==> config.mk <==
export PLATFORM = sky130hd
export DESIGN_NAME = regfile_scoreboard
export DESIGN_NICKNAME = d
export VERILOG_FILES = /design/src/rtl/regfile_scoreboard.sv
export SDC_FILE = /design/constraint.sdc
export NUM_CORES = 2
export LEC_CHECK = 0
export ABC_AREA = 0
export BUFFER_PORTS_ARGS = -buffer_cell sky130_fd_sc_hd__buf_2
export CORE_MARGIN = 4
export CORE_UTILIZATION = 30
export CTS_BUF_LIST = sky130_fd_sc_hd__clkbuf_2 sky130_fd_sc_hd__clkbuf_4 sky130_fd_sc_hd__clkbuf_8
export CTS_CLUSTER_SIZE = 28
export DETAILED_ROUTE_END_ITERATION = 7
export PLACE_DENSITY = 0.56
export RECOVER_POWER = 100
export SYNTH_ARGS = -nofsm -noshare
export SYNTH_HDL_FRONTEND = slang
export SYNTH_SLANG_ARGS = --single-unit
export TNS_END_PERCENT = 20
==> constraint.sdc <==
create_clock -name clk -period 9 [get_ports clk]
set_clock_uncertainty 0.05 [all_clocks]
set_input_delay 1.8 -clock clk [delete_from_list [all_inputs] [get_ports clk]]
set_output_delay 1.8 -clock clk [all_outputs]
set_load 0.02 [all_outputs]
==> src/rtl/regfile_scoreboard.sv <==
// Register file with a per-entry busy scoreboard: registered two-port read,
// single writeback port, and an issue port that reserves destinations.
module regfile_scoreboard #(
    parameter int DATA_SIZE = 32,
    parameter int ADDR_SIZE = 5,
    parameter int ZERO_REG  = 1,
    parameter int BYPASS    = 1
) (
    input  logic                 clk,
    input  logic                 rst,
    input  logic                 read_reg,
    input  logic [ADDR_SIZE-1:0] rs1_addr,
    input  logic [ADDR_SIZE-1:0] rs2_addr,
    input  logic                 write_reg,
    input  logic [ADDR_SIZE-1:0] rd_addr,
    input  logic [DATA_SIZE-1:0] write_data,
    input  logic                 issue_valid,
    input  logic [ADDR_SIZE-1:0] issue_addr,
    output logic [DATA_SIZE-1:0] rs1_data,
    output logic [DATA_SIZE-1:0] rs2_data,
    output logic                 rs1_busy,
    output logic                 rs2_busy,
    output logic [ADDR_SIZE:0]   busy_count
);
    localparam int DEPTH = 2 ** ADDR_SIZE;

    logic [DATA_SIZE-1:0] regs [DEPTH];
    logic [DEPTH-1:0]     busy;
    logic [DEPTH-1:0]     busy_next;
    logic [ADDR_SIZE:0]   count_next;
    logic                 wr_en;
    logic                 set_en;
    logic [DATA_SIZE-1:0] rs1_next;
    logic [DATA_SIZE-1:0] rs2_next;

    assign wr_en  = write_reg   && !(ZERO_REG != 0 && rd_addr == '0);
    assign set_en = issue_valid && !(ZERO_REG != 0 && issue_addr == '0);

    // Set is applied after clear so a same-cycle reservation of the
    // writeback destination leaves it busy.
    always_comb begin
        busy_next = busy;
        if (write_reg) busy_next[rd_addr] = 1'b0;
        if (set_en)    busy_next[issue_addr] = 1'b1;
        count_next = '0;
        for (int i = 0; i < DEPTH; i++)
            count_next = count_next + {{ADDR_SIZE{1'b0}}, busy_next[i]};
    end

    always_comb begin
        rs1_next = regs[rs1_addr];
        rs2_next = regs[rs2_addr];
        if (BYPASS != 0 && wr_en && rd_addr == rs1_addr) rs1_next = write_data;
        if (BYPASS != 0 && wr_en && rd_addr == rs2_addr) rs2_next = write_data;
        if (ZERO_REG != 0 && rs1_addr == '0) rs1_next = '0;
        if (ZERO_REG != 0 && rs2_addr == '0) rs2_next = '0;
    end

    always_ff @(posedge clk) begin
        if (rst) begin
            for (int i = 0; i < DEPTH; i++) regs[i] <= '0;
            busy       <= '0;
            busy_count <= '0;
            rs1_data   <= '0;
            rs2_data   <= '0;
            rs1_busy   <= 1'b0;
            rs2_busy   <= 1'b0;
        end else begin
            if (wr_en) regs[rd_addr] <= write_data;
            busy       <= busy_next;
            busy_count <= count_next;
            if (read_reg) begin
                rs1_data <= rs1_next;
                rs2_data <= rs2_next;
                rs1_busy <= busy_next[rs1_addr];
                rs2_busy <= busy_next[rs2_addr];
            end
        end
    end
endmodule

After elaboration in Yosys (flattened, before gate mapping)
Memories as Yosys holds them, arrays and structs flattened.
Index checks and enable logic that the tools add are counted.
{"block": "word_totals", "elab_cells": 84, "ff_bits": 104, "input_bits": 57, "out_inout_bits": 72, "memories": 1, "ramBits": 1024}
{"name": "regs", "words": 32, "width": 32, "read_ports": 2, "rd_ports_with_merged_regs": 0, "wr": 32, "line_no": "27", "text": "logic [DATA_SIZE-1:0] regs [DEPTH];"}
{"block": "classes", "n_lt_le_gt_ge": 6, "n_addsub": 31, "n_eq_ne": 2, "bitwise_logic": 3, "n_reduce_logical": 13, "mux": 22}
{"op": "$mux W32", "count": 7}
{"op": "$add A6 B1 Y6", "count": 26}
{"op": "$and A32 B32 Y32", "count": 1}
{"op": "$not A32 Y32", "count": 1}
{"op": "$or A32 B32 Y32", "count": 1}
{"op": "$reduce_or A32 Y1", "count": 1}
{"op": "$lt A5 B6 Y1 const B", "count": 4}
{"op": "$logic_not A5 Y1", "count": 4}
{"op": "$bmux W1 S5", "count": 2}
{"op": "$demux W1 S5", "count": 2}
{"op": "$eq A5 B5 Y1", "count": 2}
{"op": "$ge A5 B1 Y1 const B", "count": 2}
{"op": "$mux W1", "count": 10}
{"op": "$add A5 B1 Y6", "count": 1}
{"op": "$logic_and A1 B1 Y1", "count": 6}
{"op": "$add A4 B1 Y5", "count": 1}
{"op": "$mux W5", "count": 1}
{"op": "$add A3 B1 Y4", "count": 1}
{"op": "$add A2 B1 Y3", "count": 1}
{"op": "$add A1 B1 Y2", "count": 1}
{"op": "$logic_not A1 Y1", "count": 2}

Logic depth before layout (Yosys ltp)
{"block": "logic_depth", "ltp_word": 40, "ltp_mapped": 23, "ltp_nobuf": 21}

Worst setup path before layout
OpenSTA, ideal clock, no wires.
{"block": "synth_timing", "path_kind": "input port to flip-flop", "startpoint": "input rd_addr[0]", "endpoint": "register busy_count[4]", "n_path_buf": 1, "required_time_ps": 8822, "path_slack_ps": 1887, "cell_stages": 18, "arrival_time_ps": 6936, "setup_ps": 128, "path_cell_list": "buf_2 -> or3b_4 -> o21ai_0 -> inv_1 -> fa_1 -> inv_1 -> fa_1 -> fa_1 -> inv_1 -> fa_1 -> fa_1 -> fa_1 -> ha_1 -> fa_1 -> a21o_1 -> a21oi_1 -> xor2_1 -> nor2_1"}
{"block": "synth_via", "elab_chain_cells": 40, "elab_cells_between_ends": 41, "cone_classes": "31 x add/sub; 2 x order compare; 4 x mux; 3 x bitwise; 1 x reduce/logical"}
{"item": "start, declared", "line_no": "15", "text": "input logic [ADDR_SIZE-1:0] rd_addr,"}
{"item": "$lt A5 B6 Y1 (implied by the code) or $ge A5 B1 Y1 (tied branches)", "line_no": "43", "text": "if (write_reg) busy_next[rd_addr] = 1'b0;"}
{"item": "$logic_and A1 B1 Y1 (implied by the code)", "line_no": "43"}
{"item": "$mux W1 (implied by the code)", "line_no": "43"}
{"item": "$demux W1 S5 *", "line_no": "43"}
{"item": "$not A32 Y32 (no source line) *"}
{"item": "$and A32 B32 Y32 (no source line) *"}
{"item": "$mux W32 *", "line_no": "43"}
{"item": "$or A32 B32 Y32 (no source line)"}
{"item": "$mux W32 *", "line_no": "44", "text": "if (set_en) busy_next[issue_addr] = 1'b1;"}
{"item": "net busy_next[0]", "line_no": "29", "text": "logic [DEPTH-1:0] busy_next;"}
{"item": "$add A1 B1 Y2 *", "line_no": "47", "text": "count_next = count_next + {{ADDR_SIZE{1'b0}}, busy_next[i]};"}
{"item": "$add A2 B1 Y3 *", "line_no": "47"}
{"item": "$add A3 B1 Y4 *", "line_no": "47"}
{"item": "$add A4 B1 Y5 *", "line_no": "47"}
{"item": "$add A5 B1 Y6 *", "line_no": "47"}
{"item": "$add A6 B1 Y6 * (26 in a row)", "line_no": "47"}
{"item": "end signal, assigned", "line_no": "71", "text": "busy_count <= count_next;"}
{"item": "end, declared", "line_no": "23", "text": "output logic [ADDR_SIZE:0] busy_count"}
The timed path passes the listed nets; every way through them passes the cells marked *.
A chain may end at the register's enable or synchronous reset.

==> key figures <==
Clocking
  – Worst-path clk slew: 0.06 ns
  – CTS buffer count: 184
  – Setup bufs post-CTS: 0
  – Clk root buf: clkbuf_8
  – CTS Sinks: 1128
  – Post-CTS Hold Fix Bufs: 0
  – Skew-Pair Late Insertion Delay: 0.94 ns
  – Clock buffer depth: 3
  – CTS resizes: 0
  – H-tree depth: 4
  – CTS tree: yes

Timing
  – Final slew viol count: 1455
  – RSZ-0062 raised after global routing: false
  – Total negative setup slack: 0 ns
  – Slew of the pin with the lowest slew margin: 3.504 ns
  – Max_slew headroom: -1.336
  – Endpoints failing setup: 0
  – Hold Fails Final Rpt: 0
  – Hold slack final: 0.4393 ns
  – Period Utilization, post-route: 0.8846
  – FMAX: 125.6 MHz
  – Final min period: 7.961 ns

Power and ir drop
  – VDD IR-drop max: 0.1072 mV
  – Share of power burned in registers: 0.500
  – Internal Power: 8941 µW
  – Sw Pwr: 3390 µW
  – Clk pwr share: 0.369
  – Total Power: 12330 µW
  – Sw frac: 0.2749
  – Power Dens Cells: 182.1 nW/µm²
  – P_leak: 0.02341 µW
  – Logic pwr share: 0.130

Setup path
  – Reg2Reg Launch Point: busy[25]$_SDFF_PP0_
  – Crit path capture type: flop
  – Worst endpoint required time: 9.45 ns
  – Critical path origin: rst
  – Worst EP arrival: 8.41 ns
  – Crit Path Max Fanout: 65
  – Critical path launch point type: input port
  – Setup CP Type: in -> reg

Yosys
  – Ys async rst share: 0
  – Synth Area in Compound Gates: 0.08763
  – Largest family of logic cells by synthesized area: multiplexers
  – Cell variety after synth: 53
  – Post-synth top flop: edfxtp_1
  – Simple-gate area share of the yosys netlist: 0.1416
  – Area leader, netlist: edfxtp_1
  – Mapped cell area: 61080 µm²
  – Multiplexer share of the synthesized area: 0.1854
  – Most frequent cell after synthesis: edfxtp_1
  – XOR/XNOR share of the synthesized area: 0.001864
  – Synthesized area per cell: 13.04 µm²
  – Synth Area in Adders: 0.009299
  – Number of synthesized flops with an enable pin: 1024
  – Area fraction of the dominant cell type after synthesis: 0.5034
  – Yosys warning total: 0
  – Yosys reg bits: 1128
  – Sequential share of the synthesized area: 0.5375
  – Cells after Synth: 4685
  – Ranking of synthesized cells by area: edfxtp_1 50%, mux4_2 10%, and2_1 10%, mux2i_1 8.3%, a221oi_1 3.6%
  – Top cells by count, synth: 1024 x edfxtp_1, 993 x and2_1, 506 x mux2i_1, 366 x clkbuf_1, 276 x mux4_2

Placement
  – Routability cong.: 0.8769
  – DP Cell Count: 7151
  – Port-buffer cells: 128
  – DPL Wire Length: 128700 µm

Hold path
  – Worst Hold Class: reg -> reg
  – Worst hold start: rs2_data[30]$_SDFFE_PP0P_

Floorplan
  – Core ar.: 202300 µm²
  – Io pins: 129
  – Die Ht: 459.2 µm
  – Rows: 165
  – DIE WIDTH: 459.2 µm
  – Initial core utilization: 0.3019
  – Die Area: 210900 µm²

GRT
  – Vias in the first global route: 42900
  – Largest net degree at the start of global routing: 105
  – Antenna violations before repair: 23
  – All-Layer GR Usage: 0.2073
  – Remaining Overflow, GRT: 0
  – First-pass GRT wire length: 315000 µm

Status
  – Outcome: finished, violations left
  – Failing checks: capacitance limit, slew limit

Drt
  – Vias per cell: 5.614
  – DR iter-0 viols: 4417
  – Routed Wire Length: 223800 µm
  – DRC: 0
  – Vias: 42050
  – DR pass1 iterations: 5
  – ANT nets after route: 0
  – Routed WL per cell: 29.88 µm

Finish
  – Fin util: 0.3347
  – Area growth, synth to finish: 10.87%
  – Share of layout cells above drive strength 1: 0.1563
  – Filler cell count: 19890
  – Nets@finish: 4753
  – Final non-filler cell total: 7490

Run
  – Max Cap Viol: 46
[through the flow]
| stage | setup slack [ns] | instance area [µm²] |
|---|---|---|
| after floorplan | 1.887 | 61200 |
| after detailed placement | 1.216 | 64450 |
| after CTS | 2.246 | 68050 |
| final | 1.039 | 67720 |
| after global placement | 1.183 | 64450 |
| after global routing | 0.9992 | 67720 |
[critical path, cell delays in order]
cell and delay, ns:
clkbuf_1 1.23, nor2_1 0.39, nand3_1 0.69, nor2_4 0.25, clkbuf_1 1.84, or2_2 0.85
clkbuf_1 1.27
[flip-flops by register name, summed over array words and instances (netlist names)]
register    cells
regs         1024
rs1_busy        1
rs2_data       32
rs1_data       32
busy_count      6
rs2_busy        1
busy           32
[layout by cell type (no fill, tap or decap), drive strengths merged, types with 5 or more instances in the layout]
master	n
a211oi	68
a21oi	75
a221oi	250
a22oi	137
and2	993
and3	6
buf	117
clkbuf	399
clkinv	52
conb	32
dfxtp	104
diode	6
edfxtp	1024
fa	24
ha	7
inv	47
mux2i	506
mux4	276
nand2	26
nand3	73
nand3b	11
nor2	257
nor2b	75
nor3b	7
o211ai	126
o21a	10
o21ai	20
or2	32
or3b	5
xnor2	5
xor2	8
[layer usage]
metal / vias to the layer above / routed length (µm) / global-route usage
met5: - / 35 / 0
met4: 6 / 15360 / 0.1273
met3: 675 / 15830 / 0.03317
met2: 2065 / 109500 / 0.3538
met1: 21570 / 83090 / 0.2450
li1: 17740 / - / -
[kinds of logic after synthesis]
kind of cell | after synthesis
simple gates | 1502
flops | 1128
mux | 786
compound gates | 701
buf+inv | 523
fa+ha+maj | 31
xor+xnor | 13
other cells | 1
[cell type report]
cell class	count	area [µm²]	share of cell area
flip-flops and latches	1128	32830	0.4848
multi-input cells	3065	26370	0.3894
well taps	2672	3343	0.04937
clock buffers	274	3271	0.04829
repair buffers	242	1398	0.02064
clock inverters	59	326.6	0.004822
inverters	44	167.7	0.002476
diodes	6	15.01	0.0002217
[worst paths after layout]
kind	slack, ns	end	cells past startpoint
worst min register to register	0.44	rs2_data[30]$_SDFFE_PP0P_	2
worst max-delay path	1.04	regs[29][0]$_SDFFCE_PN0P_	7
worst min-delay path	0.44	rs2_data[30]$_SDFFE_PP0P_	2
worst max register to register	3.64	busy_count[4]$_SDFF_PP0_	15
[power groups by stage]
stage          Sequential (µW)  Clock [µW]  Combinational [µW]
3_5_place_dp              6270           0                1600
3_3_place_gp              6250           0                1580
2_1_floorplan             6240           0                 990
4_1_cts                   6160        4630                1600
6_report                  6170        4550                1610
5_1_grt                   6200        4840                1690
Note: power is estimated with default switching activity, not from simulation.
